### src/rtl/adpll_cfg_pkg.sv
// adpll_cfg_pkg: shared FSM encoding and default sizing for the ADPLL configuration bank
package adpll_cfg_pkg;
  typedef enum logic {IDLE, PEND} state_t;
  localparam int NPARAM_DEF = 8;
  localparam int PW_DEF = 5;
  localparam int SELW_DEF = 3;
  localparam int NOBS_DEF = 4;
  localparam int OBSW_DEF = 2;
  localparam int OW_DEF = 8;
  localparam int SYNC_DEF = 2;
endpackage

### src/rtl/adpll_sync_edge.sv
// adpll_sync_edge: synchronises an async pin strobe and emits a one-cycle rising-edge pulse
module adpll_sync_edge #(
  parameter int STAGES = 2
) (
  input  logic clk,
  input  logic rst,
  input  logic din,
  output logic pulse
);
  logic [STAGES:0] chain;
  always_ff @(posedge clk)
    chain <= rst ? '0 : {chain[STAGES-1:0], din};
  assign pulse = chain[STAGES-1] & ~chain[STAGES];
endmodule

### src/rtl/adpll_cfg_bank.sv
// adpll_cfg_bank: shadow/active ADPLL parameter bank with sign-magnitude observation port
// Optional parameter readback on dout is built only when CFG_READBACK_EN is defined.
module adpll_cfg_bank
  import adpll_cfg_pkg::*;
#(
  parameter int NPARAM = NPARAM_DEF,
  parameter int PW = PW_DEF,
  parameter int SELW = SELW_DEF,
  parameter int NOBS = NOBS_DEF,
  parameter int OBSW = OBSW_DEF,
  parameter int OW = OW_DEF,
  parameter int SYNC_STAGES = SYNC_DEF,
  parameter logic [NPARAM*PW-1:0] DEFAULT_FLAT = '0
) (
  input  logic                 clk,
  input  logic                 rst,
  input  logic                 pgm,
  input  logic                 clr,
  input  logic [SELW-1:0]      param_sel,
  input  logic [PW-1:0]        pgm_value,
  input  logic                 upd_tick,
  input  logic [OBSW-1:0]      obs_sel,
  input  logic                 rb_mode,
  input  logic [NOBS*OW-1:0]   obs_data,
  output logic [NPARAM*PW-1:0] param_flat,
  output logic                 cfg_update,
  output logic                 pending,
  output logic                 sel_err,
  output logic [PW-1:0]        dout,
  output logic                 sign
);
  localparam int MAXV = 2**PW - 1;
  logic pgm_p, clr_p, wr_ok, commit, neg, sat;
  logic [NPARAM-1:0][PW-1:0] shadow, active, shadow_nxt;
  state_t state, state_nxt;
  logic [OW-1:0] x;
  logic [OW:0] ext, mag_full;
  logic [PW-1:0] mag, dout_d;
  logic sign_d;
  adpll_sync_edge #(.STAGES(SYNC_STAGES)) u_pgm (.clk(clk), .rst(rst), .din(pgm), .pulse(pgm_p));
  adpll_sync_edge #(.STAGES(SYNC_STAGES)) u_clr (.clk(clk), .rst(rst), .din(clr), .pulse(clr_p));
  // a write landing in the tick cycle is folded into that same commit
  always_comb begin
    wr_ok = pgm_p && int'(param_sel) < NPARAM;
    shadow_nxt = shadow;
    if (wr_ok) shadow_nxt[param_sel] = pgm_value;
    commit = upd_tick && (state == PEND || wr_ok);
    state_nxt = commit ? IDLE : (wr_ok ? PEND : state);
  end
  always_ff @(posedge clk) begin
    if (rst || clr_p) begin
      shadow <= DEFAULT_FLAT;
      active <= DEFAULT_FLAT;
      state <= IDLE;
      pending <= 1'b0;
      sel_err <= 1'b0;
      cfg_update <= clr_p & ~rst;
    end else begin
      shadow <= shadow_nxt;
      if (commit) active <= shadow_nxt;
      state <= state_nxt;
      pending <= state_nxt == PEND;
      sel_err <= sel_err | (pgm_p & ~wr_ok);
      cfg_update <= commit;
    end
  end
  assign param_flat = active;
  always_comb begin
    x = int'(obs_sel) < NOBS ? obs_data[int'(obs_sel)*OW +: OW] : '0;
    neg = x[OW-1];
    ext = {x[OW-1], x};
    mag_full = neg ? ~ext + 1'b1 : ext;
    sat = int'(mag_full) > MAXV;
    mag = sat ? PW'(MAXV) : PW'(mag_full);
  end
`ifdef CFG_READBACK_EN
  logic [PW-1:0] rb_val;
  always_comb begin
    rb_val = int'(param_sel) < NPARAM ? shadow[param_sel] : '0;
    dout_d = rb_mode ? rb_val : mag;
    sign_d = rb_mode ? 1'b0 : neg;
  end
`else
  logic unused_rb;
  assign unused_rb = rb_mode;
  assign dout_d = mag;
  assign sign_d = neg;
`endif
  always_ff @(posedge clk) begin
    dout <= rst ? '0 : dout_d;
    sign <= rst ? 1'b0 : sign_d;
  end
endmodule
### config.mk
export PLATFORM = sky130hd
export DESIGN_NAME = adpll_cfg_bank
export DESIGN_NICKNAME = d
export VERILOG_FILES = /design/src/rtl/adpll_cfg_pkg.sv /design/src/rtl/adpll_sync_edge.sv /design/src/rtl/adpll_cfg_bank.sv
export SDC_FILE = /design/constraint.sdc
export NUM_CORES = 1
export LEC_CHECK = 0
export ABC_AREA = 1
export CELL_PAD_IN_SITES_DETAIL_PLACEMENT = 1
export CELL_PAD_IN_SITES_GLOBAL_PLACEMENT = 1
export CORE_MARGIN = 2
export CORE_UTILIZATION = 35
export DETAILED_ROUTE_END_ITERATION = 10
export PLACE_DENSITY = 0.77
export SYNTH_ARGS = -nofsm -noshare
export SYNTH_HDL_FRONTEND = slang
export SYNTH_SLANG_ARGS = --single-unit
### constraint.sdc
create_clock -name clk -period 2.7 [get_ports clk]
set_input_delay 0.81 -clock clk [delete_from_list [all_inputs] [get_ports clk]]
set_output_delay 0.81 -clock clk [all_outputs]
set_load 0.03 [all_outputs]
==> flow_metrics.py <==
metrics = {
    "min_path": {
        "hp-class": "register to register",
    },
    "placement": {
        "place_hpwl_mm": 7.85,
        "gp_congestion": 0.723,
        "dp.cells": 762,
        "pre_cts_ws_ps": -219,
        "port_buffers": 94,
    },
    "setup_path": {
        "cpMaxStageDelayCell": "clkdlybuf4s50_1",
        "worst-r2r-cell-count": 8,
        "crit_path_start": "obs_sel[0]",
        "ff2ff_setup_slack_ps": 630,
        "slowest_delay_ps": 570,
        "end_kind": "register",
        "r2r_start": "u_pgm.chain[1]$_SDFF_PP0_",
        "path_class": "input port to register",
        "crit_path_cell_trace": "clkdlybuf4s50_1, buf_4, nand2_1, nand3_1, nand2_2, ha_1, nand2_1, nor2_1, nand2_1, nand3_1, nand2_1, nor2_2, a21oi_1",
        "crit_fanout": 10,
        "cp_data_arrival_time_ps": 2760,
        "crit_top_cell": "nand2_1",
        "r2r-end": "param_flat[26]$_SDFFE_PP0P_",
        "cp-start-kind": "input port",
        "crit_path_end": "dout[0]$_SDFF_PP0_",
        "cp.required_ps": 2940,
    },
    "cells_and_area": {
        "final_layout_size_suffix_gt1_share_pct": 9.56,
        "multi_input_area_mm2": 0.00168,
        "nFillCells": 1371,
        "layout_commonest_cell": "nand2_1",
        "area_delta_synth_final_pct": 34.7,
        "seqCellArea_mm2": 0.00188,
        "final_nets": 682,
        "final_cell_mix": "97 x nand2_1, 94 x dfxtp_1, 94 x clkdlybuf4s50_1",
        "diodes": 0,
        "fin_cells": 778,
    },
    "detailed_routing": {
        "drt.antenna.violating_nets": 0,
        "viasPerCell": 4.83,
        "drc": 0,
        "firstDrtPassIters": 4,
        "vias": 3758,
        "drt_iter0_markers": 133,
        "routed_wl_mm": 11.1,
        "wl_per_cell_um": 14.3,
    },
    "clocking": {
        "postCtsResizedCells": 0,
        "holdBufCountCts": 0,
        "cts-htree-levels": 3,
        "clock_sinks": 94,
        "clockRootBuffer": "clkbuf_8",
        "cts_tree": "done",
        "clk_latency_ps": 370,
        "cts_setup_buffers": 0,
        "cts_buffers": 9,
        "cts_max_path_buffers": 2,
        "path_clk_slew_ps": 90,
    },
    "timing": {
        "setup_ws_ps": 178,
        "hold_viol": 0,
        "fmax_ghz": 0.397,
        "setup_viol": 0,
        "fin_crit_sh_pct": 93.4,
        "slew_headroom_pct": 27.4,
        "skew_ps": 16.4,
        "hold_slack_ps": 409,
        "maxSlewViolCount": 0,
        "rsz0062_at_grt": "no",
        "tightest_slew_ps": 1090,
        "period_needed_ps": 2520,
    },
    "grt": {
        "gr-total-overflow": 0,
        "antenna_found_initial": 0,
        "grt_pass1_wl_mm": 18.2,
        "met3_usage_pct": 4.21,
        "met1_usage_pct": 22.7,
        "busiest_layer": "met2",
        "grt_max_degree": 47,
        "grt_usage_pct": 19.5,
        "grt_pass1_vias": 3872,
        "use_met2_pct": 35.3,
    },
    "power": {
        "power_frac_seq_pct": 51.4,
        "combPwrFrac_pct": 12.4,
        "p_leak_nw": 2.33,
        "p_int_w": 0.00206,
        "p_sw_share_pct": 25.2,
        "p_clk_share_pct": 36.2,
        "p_switching_w": 0.000692,
        "ir_worst_vdd_mv": 0.211,
        "p_per_area_mw_per_mm2": 520,
    },
    "synth": {
        "synth_seq_area_share_pct": 48.0,
        "synth_cell_types": 29,
        "synth_edf_count": 0,
        "async_flop_share_pct": 0,
        "netlist_area_mm2": 0.00392,
        "synthFlopType": "dfxtp_1",
        "avgSynthCellArea_um2": 7.30,
        "syn_inst": 537,
        "synth-seq-cells": 94,
        "ys_warn_count": 0,
        "synthesis.nets": 586,
    },
    "outcome": {
        "status": "complete, no violations",
    },
    "flow_run": {
        "maxCapViolations": 0,
    },
    "floorplan": {
        "core-area_mm2": 0.0109,
        "ios": 97,
        "die_h_um": 110,
        "die_area_mm2": 0.0121,
        "row_count": 38,
        "initial_utilization_pct": 36.0,
        "die_x_um": 110,
    },
}
[synth_stat cells, types with 2 or more instances]
library cell,n,area [um2]
nand3_1,56,280
a21oi_1,31,155
buf_1,7,26.3
buf_2,3,15.0
clkbuf_1,12,45.0
nor3_4,4,65.1
buf_4,2,15.0
nand2_2,9,56.3
buf_6,3,33.8
nand3_2,6,60.1
dfxtp_1,94,1880
clkbuf_2,2,10.0
o21ai_1,17,85.1
inv_1,57,214
nand2_1,97,364
o21ai_0,42,210
nor2_1,82,308
xnor2_1,2,17.5
[power by group through the flow]
stage	logic, W	clock network [W]	registers [W]
global route	0.000373	0.00109	0.00142
floorplan	0.000159	0	0.00147
global placement	0.000332	0	0.00144
finish	0.000341	0.000995	0.00141
CTS	0.000345	0.00103	0.00141
detailed placement	0.000343	0	0.00144
[layer usage]
layer  wire (um)  up-vias
met5           0        -
met1        4740     1803
li1            -     1883
met4         119        0
met3         475       10
met2        5780       62
[kinds of logic (layout without fill, tap and decap cells)]
family	after synthesis	in the layout	synth area share, %
AOI/OAI and AO/OA	92	92	11.9
xor gates and xnor gates	3	3	0.670
DFF	94	94	48.0
adders and majority gates	1	1	0.319
buffers and inverters	88	189	9.41
and+or+nand+nor	258	258	29.6
other	1	1	0.0956
[flip-flops by register name, indices dropped and copies added, names as in the netlist]
name,count
param_flat,40
u_pgm.chain,3
dout,5
cfg_update,1
sign,1
u_clr.chain,3
state,1
shadow,40
[how the worst min path moves through the flow]
stage	startpoint	endpoint	slack, ps	depth (start not counted)
after floorplan	u_clr.chain[0]$_SDFF_PP0_	u_clr.chain[1]$_SDFF_PP0_	390	2
after global placement	u_clr.chain[0]$_SDFF_PP0_	u_clr.chain[1]$_SDFF_PP0_	390	2
after detailed placement	u_pgm.chain[0]$_SDFF_PP0_	u_pgm.chain[1]$_SDFF_PP0_	400	2
after CTS	u_pgm.chain[0]$_SDFF_PP0_	u_pgm.chain[1]$_SDFF_PP0_	420	2
after global routing	u_clr.chain[0]$_SDFF_PP0_	u_clr.chain[1]$_SDFF_PP0_	430	2
final	u_clr.chain[0]$_SDFF_PP0_	u_clr.chain[1]$_SDFF_PP0_	410	2
[layout make-up]
type	count	share of cell area, %
Sequential cell	94	35.6
Multi-Input combinational cell	355	31.8
Timing Repair Buffer	114	20.9
Inverter	59	4.24
Tap cell	140	3.32
Clock buffer	12	3.13
Clock inverter	4	1.02
[through the flow]
| step | TNS, ps | total power [W] | utilization [%] | cell area [um2] |
|---|---|---|---|---|
| 4_1_cts | 0 | 0.00279 | 48.5 | 5280 |
| 5_1_grt | 0 | 0.00287 | 48.5 | 5280 |
| 3_3_place_gp | -388 | 0.00178 | 46.5 | 5060 |
| 3_5_place_dp | -1020 | 0.00179 | 46.5 | 5060 |
| 2_1_floorplan | 0 | 0.00163 | - | 3920 |
| 6_report | 0 | 0.00275 | 48.5 | 5280 |
[worst max-delay path, delay by kind of cell]
family | cells | cell delay [ps]
simple gates | 9 | 850
fa+ha+maj | 1 | 170
compound gates | 1 | 100
buf+inv | 2 | 820
Note: power is estimated with default switching activity, not from simulation.
